<file path="src/rtl/memoria_datos_ext_if.sv">
// Data-memory bus between the MEM stage (master) and memoria_datos_ext (slave).
// Carries load/store requests, the registered load result and the debug read port.
interface memoria_datos_ext_if #(parameter int NBITS = 32);
  logic [NBITS-1:0] alu_direccion;
  logic [NBITS-1:0] dato_registro;
  logic             mem_write;
  logic             mem_read;
  logic [1:0]       size;
  logic             zero_ext;
  logic [NBITS-1:0] dato_leido;
  logic             valid;
  logic             busy;
  logic             misaligned;
  logic [NBITS-1:0] debug_direccion;
  logic [NBITS-1:0] debug_dato;

  modport master (
    output alu_direccion, dato_registro, mem_write, mem_read, size, zero_ext, debug_direccion,
    input  dato_leido, valid, busy, misaligned, debug_dato
  );

  modport slave (
    input  alu_direccion, dato_registro, mem_write, mem_read, size, zero_ext, debug_direccion,
    output dato_leido, valid, busy, misaligned, debug_dato
  );
endinterface

</file>
<file path="src/rtl/memoria_datos_ext.sv">
// MIPS data memory: byte/half/word loads and stores, registered read, debug port, init sequencer.
// Optional macro DMEM_ALIGN_TRAP_EN: misaligned accesses are suppressed and flagged.
//
// state | meaning
// INIT  | sequencer writes memory[ptr] = ptr, requests ignored, busy high
// RUN   | normal load/store service
module memoria_datos_ext #(
  parameter int NBITS  = 32,
  parameter int CELDAS = 16
) (
  input  logic                 i_clk,
  input  logic                 i_reset,
  memoria_datos_ext_if.slave   bus
);
  localparam int NB  = NBITS / 8;
  localparam int OFF = $clog2(NB);
  localparam int AW  = $clog2(CELDAS);
  localparam int SW  = $clog2(NBITS);
  localparam logic [OFF-1:0] HALF_MASK = ~OFF'(1);

  typedef enum logic {INIT, RUN} state_t;

  state_t           state, state_nx;
  logic [AW-1:0]    ptr;
  logic             run_en;
  logic [NBITS-1:0] mem [CELDAS];

  logic [AW-1:0]    widx;
  logic [OFF-1:0]   boff, loff;
  logic [1:0]       sz;
  logic             mis, acc_ok, wr_en, rd_en;
  logic [SW-1:0]    sh;
  logic [NBITS-1:0] lane_mask, wdata_sh, rd_word, rd_sh, ld;
  logic             unused_bits;

  always_ff @(posedge i_clk or posedge i_reset) begin
    if (i_reset) begin
      state <= INIT;
      ptr   <= '0;
    end else begin
      state <= state_nx;
      ptr   <= (state == INIT) ? ptr + 1'b1 : '0;
    end
  end

  always_comb begin
    state_nx = state;
    case (state)
      INIT:    if (ptr == AW'(CELDAS - 1)) state_nx = RUN;
      RUN:     state_nx = RUN;
      default: state_nx = INIT;
    endcase
  end

  always_comb begin
    bus.busy = (state == INIT);
    run_en   = (state == RUN);
  end

  assign widx = bus.alu_direccion[OFF+AW-1:OFF];
  assign boff = bus.alu_direccion[OFF-1:0];

  // Size 11 behaves as word; on a 16-bit memory a word is a halfword.
  always_comb begin
    sz = bus.size;
    if (sz == 2'b11) sz = 2'b10;
    if (NBITS == 16 && sz == 2'b10) sz = 2'b01;
  end

  assign mis  = ((sz == 2'b01) && boff[0]) || ((sz == 2'b10) && (boff != '0));
  assign loff = (sz == 2'b00) ? boff : (sz == 2'b01) ? (boff & HALF_MASK) : '0;
  assign sh   = {loff, 3'b000};

  always_comb begin
    case (sz)
      2'b00:   lane_mask = NBITS'(8'hFF) << sh;
      2'b01:   lane_mask = NBITS'(16'hFFFF) << sh;
      default: lane_mask = '1;
    endcase
  end

  assign wdata_sh = bus.dato_registro << sh;
  assign rd_word  = mem[widx];
  assign rd_sh    = rd_word >> sh;

  always_comb begin
    case (sz)
      2'b00:   ld = bus.zero_ext ? NBITS'(rd_sh[7:0])  : NBITS'($signed(rd_sh[7:0]));
      2'b01:   ld = bus.zero_ext ? NBITS'(rd_sh[15:0]) : NBITS'($signed(rd_sh[15:0]));
      default: ld = rd_word;
    endcase
  end

`ifdef DMEM_ALIGN_TRAP_EN
  assign acc_ok      = !mis;
  assign unused_bits = ^{bus.alu_direccion[NBITS-1:OFF+AW], bus.debug_direccion[NBITS-1:AW]};
`else
  // Lane offsets above are already forced aligned, so every access proceeds.
  assign acc_ok      = 1'b1;
  assign unused_bits = ^{bus.alu_direccion[NBITS-1:OFF+AW], bus.debug_direccion[NBITS-1:AW], mis};
`endif

  assign wr_en = run_en & bus.mem_write & acc_ok;
  assign rd_en = run_en & bus.mem_read  & acc_ok;

  always_ff @(posedge i_clk) begin
    if (state == INIT)
      mem[ptr] <= NBITS'(ptr);
    else if (wr_en)
      mem[widx] <= (rd_word & ~lane_mask) | (wdata_sh & lane_mask);
  end

  always_ff @(posedge i_clk or posedge i_reset) begin
    if (i_reset) begin
      bus.dato_leido <= '0;
      bus.valid      <= 1'b0;
      bus.misaligned <= 1'b0;
      bus.debug_dato <= '0;
    end else begin
      if (rd_en) bus.dato_leido <= ld;
      bus.valid      <= rd_en;
`ifdef DMEM_ALIGN_TRAP_EN
      bus.misaligned <= run_en & (bus.mem_read | bus.mem_write) & mis;
`else
      bus.misaligned <= 1'b0;
`endif
      bus.debug_dato <= mem[bus.debug_direccion[AW-1:0]];
    end
  end
endmodule
</file>
<file path="src/flat_wrapper.sv">
// flat-port wrapper written by rule: the top's interface ports become plain ports
module memoria_datos_ext_flat 
#(
  parameter int NBITS  = 32,
  parameter int CELDAS = 16
)
  (i_clk, i_reset, bus_alu_direccion, bus_dato_registro, bus_mem_write, bus_mem_read, bus_size, bus_zero_ext, bus_debug_direccion, bus_dato_leido, bus_valid, bus_busy, bus_misaligned, bus_debug_dato);
  memoria_datos_ext_if #(.NBITS(NBITS)) bus_i ();
  input  logic i_clk;
  input  logic i_reset;
  input wire logic [$bits(bus_i.alu_direccion)-1:0] bus_alu_direccion;
  input wire logic [$bits(bus_i.dato_registro)-1:0] bus_dato_registro;
  input wire logic [$bits(bus_i.mem_write)-1:0] bus_mem_write;
  input wire logic [$bits(bus_i.mem_read)-1:0] bus_mem_read;
  input wire logic [$bits(bus_i.size)-1:0] bus_size;
  input wire logic [$bits(bus_i.zero_ext)-1:0] bus_zero_ext;
  input wire logic [$bits(bus_i.debug_direccion)-1:0] bus_debug_direccion;
  output wire logic [$bits(bus_i.dato_leido)-1:0] bus_dato_leido;
  output wire logic [$bits(bus_i.valid)-1:0] bus_valid;
  output wire logic [$bits(bus_i.busy)-1:0] bus_busy;
  output wire logic [$bits(bus_i.misaligned)-1:0] bus_misaligned;
  output wire logic [$bits(bus_i.debug_dato)-1:0] bus_debug_dato;
  assign bus_i.alu_direccion = bus_alu_direccion;
  assign bus_i.dato_registro = bus_dato_registro;
  assign bus_i.mem_write = bus_mem_write;
  assign bus_i.mem_read = bus_mem_read;
  assign bus_i.size = bus_size;
  assign bus_i.zero_ext = bus_zero_ext;
  assign bus_i.debug_direccion = bus_debug_direccion;
  assign bus_dato_leido = bus_i.dato_leido;
  assign bus_valid = bus_i.valid;
  assign bus_busy = bus_i.busy;
  assign bus_misaligned = bus_i.misaligned;
  assign bus_debug_dato = bus_i.debug_dato;
  memoria_datos_ext #(.NBITS(NBITS), .CELDAS(CELDAS)) u_core (.i_clk(i_clk), .i_reset(i_reset), .bus(bus_i));
endmodule
</file>
<file path="config.mk">
export PLATFORM = sky130hd
export DESIGN_NAME = memoria_datos_ext_flat
export DESIGN_NICKNAME = d
export VERILOG_FILES = /design/src/rtl/memoria_datos_ext_if.sv /design/src/rtl/memoria_datos_ext.sv /design/src/flat_wrapper.sv
export SDC_FILE = /design/constraint.sdc
export NUM_CORES = 1
export LEC_CHECK = 0
export ABC_AREA = 0
export BUFFER_PORTS_ARGS = -buffer_cell sky130_fd_sc_hd__buf_2
export CAP_MARGIN = 20
export CORE_ASPECT_RATIO = 0.7
export CORE_MARGIN = 3
export CORE_UTILIZATION = 24
export CTS_CLUSTER_SIZE = 24
export DETAILED_ROUTE_END_ITERATION = 12
export REMOVE_ABC_BUFFERS = 1
export SYNTH_ARGS = -nofsm -noshare
export SYNTH_HDL_FRONTEND = slang
export SYNTH_SLANG_ARGS = --single-unit
</file>
<file path="constraint.sdc">
create_clock -name i_clk -period 4 [get_ports i_clk]
set_input_delay 0.8 -clock i_clk [delete_from_list [all_inputs] [get_ports i_clk]]
set_output_delay 0.8 -clock i_clk [all_outputs]
set_load 0.02 [all_outputs]
</file>
==> impl_metrics.json <==
{
  "wl_per_cell_um": 28.2,
  "synth.avg_cell_area_um2": 18.7,
  "cts_setup_buffers": 0,
  "grt_pass1_vias": 16415,
  "ys_seq_elements": 582,
  "io_pins": 170,
  "synth.most_common_cell": "edfxtp_1",
  "cp.arrival_ns": 3.32,
  "die_y_um": 287,
  "finalSetupTns_ns": 0,
  "nFillCells": 10940,
  "worst_slew_pin_slew_ns": 1.07,
  "synth_top_area_share_pct": 56.6,
  "skew_ns": 0.0222,
  "worstSetupStartpointType": "primary input",
  "dieArea_um2": 117000,
  "hold_buffers": 0,
  "vias": 16597,
  "multiInputGateArea_um2": 9530,
  "hold_viol": 0,
  "h-tree-depth": 2,
  "clockBufferDepth": 3,
  "endpoint_kind": "flop",
  "register_area_um2": 17100,
  "cts_buffers": 52,
  "fmax_mhz": 329,
  "reg2reg_to": "u_core.mem[11][25]",
  "yosysUniqueCellTypes": 69,
  "final_area_um2": 32000,
  "reg2reg_from": "u_core.run_en",
  "final_antenna_net_count": 0,
  "drt_iter0_markers": 2480,
  "slew_headroom_pct": 28.4,
  "peakVddDrop_v": 0.000324,
  "cts_tree": "built",
  "place_area_um2": 30300,
  "path_class": "primary input to flop",
  "areaGrowthSynthToFinish_pct": 17.7,
  "die_w_um": 408,
  "cts_resized": 0,
  "async_reset_ff_share_pct": 12.0,
  "maxCapViolCount": 0,
  "rsz0062_at_grt": "no",
  "dr.pass1.iters": 6,
  "final_cell_count_no_fill": 3165,
  "fin_nets": 1714,
  "rr_worst_depth": 5,
  "layout_setup_ws_ns": 0.959,
  "period_share_pct": 76.0,
  "routed_wirelength_mm": 89.3,
  "yosys-top-cells-area": "edfxtp_1 (57%), mux4_2 (24%), dfrtp_1 (6.5%)",
  "p_leak_nw": 10.4,
  "synth-warning-count": 0,
  "drc": 0,
  "setup_viol": 0,
  "clkSinkCount": 582,
  "initial_utilization_pct": 24.4,
  "gp_congestion": 0.879,
  "syn_area_um2": 27100,
  "grtUsageTotal_pct": 14.9,
  "post-place-ws_ns": 0.315,
  "synth_top_flop_cell": "edfxtp_1",
  "clock_latency_ns": 0.61,
  "p_total_mw": 13.5,
  "grt_pass1_wl_mm": 126,
  "slew_violations": 0,
  "grt_max_degree": 54,
  "hold_class": "primary input to asynchronous set/reset pin",
  "netlist_top_cells_count": "edfxtp_1 (512), mux4_2 (286), nand2_1 (76), clkbuf_1 (74), dfrtp_1 (70)",
  "vias_per_cell": 5.24,
  "coreArea_um2": 111000,
  "required_ns": 4.28,
  "synth_top_area_cell": "edfxtp_1",
  "ff2ff_setup_slack_ns": 1.14,
  "cts.clk_slew.worst_paths_ns": 0.07,
  "status": "finished clean",
  "drive_gt1_share_pct": 38.7,
  "portBuffers": 114,
  "cts_root_buffer": "clkbuf_16",
  "globalRouteOverflowTotal": 0,
  "rows": 102,
  "yosysSeqAreaShare_pct": 63.1,
  "p_per_area_nw_per_um2": 422,
  "synth-edff-count": 512,
  "cp_max_fo": 29,
  "dp_cells": 3057,
  "dp_hpwl_mm": 60.4,
  "synth_cells": 1449,
  "antenna_found_initial": 20,
  "fin_crit_ns": 3.04
}
[cells in the final DEF, fill, tap and decap left out, types with 5 or more instances in the layout]
cell       instances
edfxtp_1         512
mux4_2           286
buf_2            110
buf_4             86
nand2_1           76
dfrtp_1           70
clkbuf_16         53
nor2_1            46
a22oi_1           36
a21oi_1           31
mux2i_1           29
o21ai_0           27
nand3_1           26
buf_12            25
clkbuf_1          18
mux2_2            17
o22ai_1           16
nor2_4            16
a31oi_1           14
a211oi_1          10
clkinv_2          10
nor3_1             8
mux4_1             7
a32oi_1            7
nor2b_1            6
a311oi_1           6
diode_2            5
and3_1             5
[worst max-delay path, stage by stage]
cell and delay [ns]:
buf_2 0.27, buf_12 0.27, nor2_1 0.49, buf_4 0.34
a22oi_1 0.11, nand2_1 0.14, a21oi_1 0.08, nor2_1 0.75
[through the flow]
step	hold WS, ns	util (%)
after floorplan	0.515	-
after global placement	0.467	27.1
after detailed placement	0.473	27.2
after CTS	0.458	28.6
after global routing	0.442	28.7
final	0.381	28.7
[area by class of cell]
class	count	area share [%]
Antenna cell	5	0.0392
Clock buffer	73	4.45
Clock inverter	23	0.634
Inverter	7	0.0901
Multi-Input combinational cell	742	29.8
Sequential cell	582	53.6
Tap cell	1508	5.90
Timing Repair Buffer	225	5.46
[power by group]
group / switching, mW / internal, mW / total (mW)
clock network: 2.28 / 2.68 / 4.96
registers: 0.124 / 6.81 / 6.94
logic: 0.980 / 0.615 / 1.59
[flip-flops by register name, summed over array words and instances, names as in the netlist]
register	count
u_core.bus.dato_leido	32
u_core.bus.debug_dato	32
u_core.bus.valid	1
u_core.mem	512
u_core.ptr	4
u_core.run_en	1
[cells by family after synthesis]
kind of cell               share of synthesized area, %
AOI/OAI and AO/OA                                  4.82
xor gates and xnor gates                         0.0645
adders and majority gates                        0.0461
buffers and inverters                              2.32
DFF                                                63.1
muxes                                              26.2
other                                            0.0138
and+or+nand+nor                                    3.42
[metal layers]
metal  vias to the layer above  share of wire, %  track usage (%)
met3                       150                14             5.23
met4                        12               1.9             2.91
met5                         -             0.093                0
li1                       6478                 -                -
met2                      1149                42             21.2
met1                      8808                42             22.0
[worst max path at each step]
stage	startpoint	to	slack [ns]
global placement	bus_alu_direccion[2]	u_core.mem[10][0]	0.49
global route	bus_size[0]	u_core.mem[9][28]	0.80
CTS	bus_alu_direccion[3]	u_core.mem[3][16]	0.95
floorplan	bus_size[1]	u_core.mem[0][30]	0.48
finish	bus_alu_direccion[4]	u_core.mem[0][24]	0.96
detailed placement	bus_alu_direccion[3]	u_core.mem[11][17]	0.32
No activity file was read; power rests on OpenSTA's default activity.
